File: src/rtl/tt_sweep_capture.sv
// tt_sweep_capture: sweeps every input pattern onto pi, samples po after a
// settle delay, and compares the captured truth table against an expected one.
//
// Ports:
//   clk, rst_n      clock, asynchronous active-low reset
//   start           request a sweep (accepted only when idle)
//   expected        reference truth table, latched when start is accepted
//   pi / po         pattern driven to the logic under test / its response
//   busy, done      sweep in progress / one-cycle completion pulse
//   tt              captured truth table
//   mismatch        at least one pattern differed from expected
//   fail_count      number of differing patterns
//   first_fail_idx  lowest differing pattern index (0 if none)
module tt_sweep_capture #(
    parameter int N_IN   = 4,
    parameter int SETTLE = 1,
    localparam int TT_W  = 2 ** N_IN
) (
    input  logic              clk,
    input  logic              rst_n,
    input  logic              start,
    input  logic [TT_W-1:0]   expected,
    output logic [N_IN-1:0]   pi,
    input  logic              po,
    output logic              busy,
    output logic              done,
    output logic [TT_W-1:0]   tt,
    output logic              mismatch,
    output logic [N_IN:0]     fail_count,
    output logic [N_IN-1:0]   first_fail_idx
);

    typedef enum logic [1:0] {
        S_IDLE = 2'd0,
        S_RUN  = 2'd1,
        S_FIN  = 2'd2
    } state_t;

    localparam logic [3:0]      SET_C   = 4'(SETTLE);
    localparam logic [N_IN-1:0] IDX_MAX = {N_IN{1'b1}};

    state_t            state_q, state_d;
    logic [TT_W-1:0]   exp_q, exp_d;
    logic [N_IN-1:0]   idx_q, idx_d;
    logic [3:0]        cnt_q, cnt_d;
    logic [N_IN-1:0]   pi_q, pi_d;
    logic              busy_q, busy_d;
    logic              done_q, done_d;
    logic [TT_W-1:0]   tt_q, tt_d;
    logic              mism_q, mism_d;
    logic [N_IN:0]     fc_q, fc_d;
    logic [N_IN-1:0]   ffi_q, ffi_d;

    always_comb begin
        state_d = state_q;
        exp_d   = exp_q;
        idx_d   = idx_q;
        cnt_d   = cnt_q;
        pi_d    = pi_q;
        busy_d  = busy_q;
        done_d  = 1'b0;
        tt_d    = tt_q;
        mism_d  = mism_q;
        fc_d    = fc_q;
        ffi_d   = ffi_q;
        unique case (state_q)
            S_IDLE: begin
                if (start) begin
                    exp_d   = expected;
                    idx_d   = '0;
                    pi_d    = '0;
                    cnt_d   = '0;
                    tt_d    = '0;
                    mism_d  = 1'b0;
                    fc_d    = '0;
                    ffi_d   = '0;
                    busy_d  = 1'b1;
                    state_d = S_RUN;
                end
            end
            S_RUN: begin
                // cnt counts 0..SETTLE; the edge where it equals SETTLE samples po
                if (cnt_q != SET_C) begin
                    cnt_d = cnt_q + 4'd1;
                end else begin
                    tt_d[idx_q] = po;
                    if (po != exp_q[idx_q]) begin
                        mism_d = 1'b1;
                        fc_d   = fc_q + 1'b1;
                        if (fc_q == '0) begin
                            ffi_d = idx_q;
                        end
                    end
                    if (idx_q == IDX_MAX) begin
                        // done is visible in FIN while busy has already dropped
                        state_d = S_FIN;
                        done_d  = 1'b1;
                        busy_d  = 1'b0;
                    end else begin
                        idx_d = idx_q + 1'b1;
                        pi_d  = idx_q + 1'b1;
                        cnt_d = '0;
                    end
                end
            end
            S_FIN: begin
                pi_d    = '0;
                state_d = S_IDLE;
            end
            default: begin
                state_d = S_IDLE;
            end
        endcase
    end

    always_ff @(posedge clk or negedge rst_n) begin
        if (!rst_n) begin
            state_q <= S_IDLE;
            exp_q   <= '0;
            idx_q   <= '0;
            cnt_q   <= '0;
            pi_q    <= '0;
            busy_q  <= 1'b0;
            done_q  <= 1'b0;
            tt_q    <= '0;
            mism_q  <= 1'b0;
            fc_q    <= '0;
            ffi_q   <= '0;
        end else begin
            state_q <= state_d;
            exp_q   <= exp_d;
            idx_q   <= idx_d;
            cnt_q   <= cnt_d;
            pi_q    <= pi_d;
            busy_q  <= busy_d;
            done_q  <= done_d;
            tt_q    <= tt_d;
            mism_q  <= mism_d;
            fc_q    <= fc_d;
            ffi_q   <= ffi_d;
        end
    end

    assign pi             = pi_q;
    assign busy           = busy_q;
    assign done           = done_q;
    assign tt             = tt_q;
    assign mismatch       = mism_q;
    assign fail_count     = fc_q;
    assign first_fail_idx = ffi_q;

endmodule

File: config.mk
export PLATFORM = sky130hd
export DESIGN_NAME = tt_sweep_capture
export DESIGN_NICKNAME = d
export VERILOG_FILES = /design/src/rtl/tt_sweep_capture.sv
export SDC_FILE = /design/constraint.sdc
export NUM_CORES = 1
export LEC_CHECK = 0
export CORE_UTILIZATION = 57
export DETAILED_ROUTE_END_ITERATION = 10
export DONT_BUFFER_PORTS = 1
export PLACE_DENSITY = 0.75
export SYNTH_ARGS = -nofsm -noshare
export SYNTH_HDL_FRONTEND = slang
export SYNTH_SLANG_ARGS = --single-unit
File: constraint.sdc
create_clock -name clk -period 2.5 [get_ports clk]
set_clock_uncertainty 0.2 [all_clocks]
set_input_delay 0.5 -clock clk [delete_from_list [all_inputs] [get_ports clk]]
set_output_delay 0.5 -clock clk [all_outputs]
set_load 0.005 [all_outputs]
# ---- Word-level counts from Yosys, hierarchy flattened
# Cells that the tools add are included.
# Widths: inputs -> output; s select.
dict set report classes {
  addsub 3
  multipliers 0
  div 0
  magnitude_cmp 2
  eq_ne 12
  n_shift 0
  n_mux 39
  bitwise 0
  reduce_logical 14
}
# op count
set op_table {}
lappend op_table {{$mux 16} 2}
lappend op_table {{$mux 4} 8}
lappend op_table {{$pmux 16 s2} 1}
lappend op_table {{$pmux 4 s2} 3}
lappend op_table {{$bwmux 16} 1}
lappend op_table {{$reduce_and 4->1} 4}
lappend op_table {{$mux 5} 3}
lappend op_table {{$ne 2x2->1 const B} 6}
lappend op_table {{$pmux 4 s3} 1}
lappend op_table {{$mux 1} 11}
lappend op_table {{$pmux 5 s2} 1}
lappend op_table {{$reduce_and 3->1} 3}
lappend op_table {{$add 4x1->4 const B} 2}
lappend op_table {{$mux 2} 3}
lappend op_table {{$add 5x1->5 const B} 1}
lappend op_table {{$logic_not 5->1} 1}
lappend op_table {{$lt 4x5->1 const B} 1}
lappend op_table {{$reduce_and 5->1} 1}
lappend op_table {{$bmux 1 s4} 1}
lappend op_table {{$demux 1 s4} 1}
lappend op_table {{$eq 4x4->1 const B} 1}
lappend op_table {{$ge 4x1->1 const B} 1}
lappend op_table {{$ne 4x1->1 const B} 1}
lappend op_table {{$pmux 1 s2} 2}
lappend op_table {{other kinds (10)} 10}
dict set report totals {
  ff_bits 58
  latch_bits 0
  ramBits 0
  rom_bits 0
  input_bits 20
  out_inout_bits 32
  word_cells 81
  n_memories 0
}

# ---- Logic depth before layout (Yosys ltp)
dict set report depth {
  depth_word 7
  ltp_mapped 9
  mapped_depth_nobuf 8
}

# ---- Worst setup path before layout
# No wires, ideal clock.
dict set report synth_path {
  path_kind {register to register}
  start {reg idx_q[0]}
  end {reg fc_q[4], in the netlist fail_count[4]}
  setup_time_ps 69
  arrival_time_ps 2232
  t_required_ps 2231
  path_slack_ps -1
  stages_incl_launch_ff 9
  path_buffers 2
  period_less_slack_ps 2501
  cell_sequence {dfrtp_1 buf_6 buf_12 mux2i_1 mux4_2 mux2_4 and2_4 or4_1 nand3_1}
}
dict set report synth_via {
  elab_chain_len 5
}
# item line
set synth_lines {}
lappend synth_lines {{start: declaration} 44} ;# logic [N_IN-1:0] idx_q, idx_d;
lappend synth_lines {{start signal: assignment} 132} ;# idx_q <= idx_d;
lappend synth_lines {{$bmux 1 s4} 87} ;# if (po != exp_q[idx_q]) begin
lappend synth_lines {{$mux 1 (not written as such)} 87}
lappend synth_lines {{$ne 1x1->1} 87}
lappend synth_lines {{$ne 2x2->1 (no line)} -}
lappend synth_lines {{$reduce_and 4->1 (no line)} -}
lappend synth_lines {{end signal: assignment} 127} ;# fc_q <= '0;
lappend synth_lines {{end signal: assignment} 139} ;# fc_q <= fc_d;
lappend synth_lines {{end: declaration} 51} ;# logic [N_IN:0] fc_q, fc_d;
# Every way passes these cells. The select of a mux whose other input is x is not followed.
# A chain may end at the register's enable or synchronous reset.

# ---- Worst setup path after layout
# Same ends and word-level chain as after synthesis.

==> metrics <==
status completed; fillers approximately 400; top-area cell type share of the netlist area approximately half; maxcap violations 0; fraction of layout cells with a size suffix above 1 around 22%; Cells after Synth between 200 and 300; Worst Tran Pin Value 0.404 ns; fin area 0.00321 sq mm; ys flop type dfrtp_1; Die Ht a little over 70 um; CP required 2.59 ns; FF/Latch Area about 0.0015 sq mm; asr flop ratio synth between 90% and 100%; Worst EP arrival 2.52 ns; #FFs+latches synth 58; Final #Nets between 300 and 400; first-pass GRT wire length 9930 um; post-synth net total 290; min-delay worst type primary input to flip-flop; routed len/inst 17.1 um; antenna violations before repair 0; met2 WL about 2700 um; max_slew headroom 73.1%; clk_lat worst skew 0.35 ns; DR top layer met4; fin crit share 97.3%; setup slack at placement between 0.02 and 0.025 ns; mapped cell area ~0.0029 sq mm; # setup viols final 0; first-iteration detailed-routing DRC count 204; area of the multi-input gates 0.00127 sq mm; H-tree levels 3; post-synth cell types 45; RSZ-0062 raised after global routing no; Sequential Power Share 40.2%; worst vdd rail ir drop 0.000635 V; clk root buf clkbuf_8; commonest cells in the netlist 58 x dfrtp_1, 40 x o21ai_0, 16 x a21oi_1, 16 x mux2_2, 14 x nand2_1; met3 WL 444 um; Antenna Nets Post-Route 0; GR Util All Layers 25.5%; n_diodes 0; Worst Setup Start Kind flip-flop; crit-path max FO 8; area grow syn2layout 12.3%; detailed placement HPWL 4030 um; drt pass-1 iters 4; Pint 2.46 mW; clock share of power 23.3%; final hold vios 0; CTS clock-pin slew for the worst setup and hold paths 0.07 ns; Vias/cell ~6; DR vias 2059; met1 wire length 2620 um; Synth Area per Inst 10.9 sq um; net switching power 1.36 mW; detailed-route DRC error count 0; clock tree from TritonCTS done; pwr/cell area approximately 1200 mW/mm^2; setup_tns 0 ns; sequential share of the synthesized area 50.9%; GP Congestion 0.835; die footprint 0.00529 sq mm; Setup Buffers After CTS 0; Synth area leaders dfrtp_1 51%, o21ai_0 7.0%, mux2_2 6.3%; Crit Path Class flip-flop to flip-flop; number of flops mapped to enable cells by yosys 0; Final min period 2.43 ns; Yosys top cell by area dfrtp_1; fmax approximately 410 MHz; Final Slew Violations 0; Port Buffer Count 0; # IOs 52; vias in the first global route 2066; CP Capture Type flip-flop; Lkg Pwr 1.40 nW; share of total power in combinational logic 36.4%; YS warnings 0; switch share 35.6%; placed cell area 0.00296 sq mm; Remaining Overflow, GRT 0; number of buffers created by CTS 9; largest net degree at the start of global routing 59; clk buf depth 2; Setup WS post-layout 0.0687 ns; WL final just under 6000 um; clk sinks 58; Row Count 25; Initial Util 59.6%; Placeable Area 0.00479 sq mm; top-count cell post-synth dfrtp_1; Die W 72.8 um
cell type report:
type / count / share of cell area [%]
clock buffer: 11 / 4.72
timing repair buffer: 19 / 5.54
clock inverter: 5 / 1.64
tap: 67 / 2.62
multi-input combinational: 182 / 39.6
sequential: 58 / 45.3
inverter: 5 / 0.585
registers in the layout (all words and copies together), names as in the netlist:
signal,flops
fail_count,5
idx_q,4
exp_q,16
busy,1
mismatch,1
done,1
tt,16
pi,4
state_q,2
first_fail_idx,4
cnt_q,4
critical path, stage by stage, from the launching register on:
cell	delay [ns]
dfrtp_2	0.48
buf_12	0.16
mux2i_1	0.11
mux4_2	0.50
mux2i_1	0.17
and2_4	0.20
or4_1	0.48
nand3_1	0.08
power by group through the flow:
stage                     clock, mW  sequential [mW]  combinational, mW
after global routing          0.943             1.58               1.56
after global placement            0             1.55               1.31
final                         0.889             1.53               1.39
after detailed placement          0             1.55               1.36
after floorplan                   0             1.46               1.09
after CTS                     0.908             1.54               1.39
per-stage QoR:
stage	hold WS [ns]	util, %	instances	power, mW
after floorplan	0.00441	-	262	2.55
after global placement	0.00597	61.8	329	2.85
after detailed placement	0.00597	61.8	329	2.91
after CTS	0.0757	66.9	347	3.84
after global routing	0.0889	67.0	347	4.09
final	0.0823	67.0	347	3.81
cells in the final DEF, fill, tap and decap left out, types with 2 or more instances in the layout:
cell      instances
o21bai_1          2
nand2_1          14
o21ai_0          40
dfrtp_1          57
nand2b_1          3
nand3_1          12
a32o_1            4
ha_1              8
nor2_1           11
nor3_1            4
inv_1             5
a22o_1            3
xor2_1            3
buf_4            16
a21oi_1          16
a31oi_1           3
mux2i_1          10
nor2b_1           5
mux4_2            2
o211ai_1          2
mux2_2           16
and3_1            2
or2_2             2
clkinv_2          3
clkbuf_8         11
final timing paths:
kind	from	endpoint	cells after the start	slack, ns
worst max register to register	idx_q[0]	fail_count[4]	7	0.07
min in group asynchronous	rst_n	fail_count[4]	2	0.46
worst max-delay path	idx_q[0]	fail_count[4]	7	0.07
worst min register to register	exp_q[14]	exp_q[14]	1	0.31
max in group asynchronous	rst_n	idx_q[0]	2	1.36
worst min-delay path	po	tt[15]	2	0.08
routing by layer:
| layer | vias up | global-route usage [%] |
|---|---|---|
| li1 | 969 | - |
| met1 | 1014 | 33.0 |
| met2 | 62 | 36.8 |
| met3 | 14 | 9.25 |
| met4 | 0 | 15.5 |
| met5 | - | 0 |
logic make-up after synthesis:
kind of cell | synth area share (%)
AO/OA/AOI/OAI | 16.4
adder cells (fa/ha/maj) | 3.51
AND/OR/NAND/NOR | 11.3
multiplexers | 11.9
buffers and inverters | 4.82
flip-flops | 50.9
XOR/XNOR | 1.23
repair_timing:
item | 4_1_cts | 5_1_grt
hold buffers | 2 | 0
resized for setup | 0 | 2
endpoints found under the hold margin | 58 | 0
setup endpoints to repair | 0 | 8
Power figures use the tool's default switching activity.
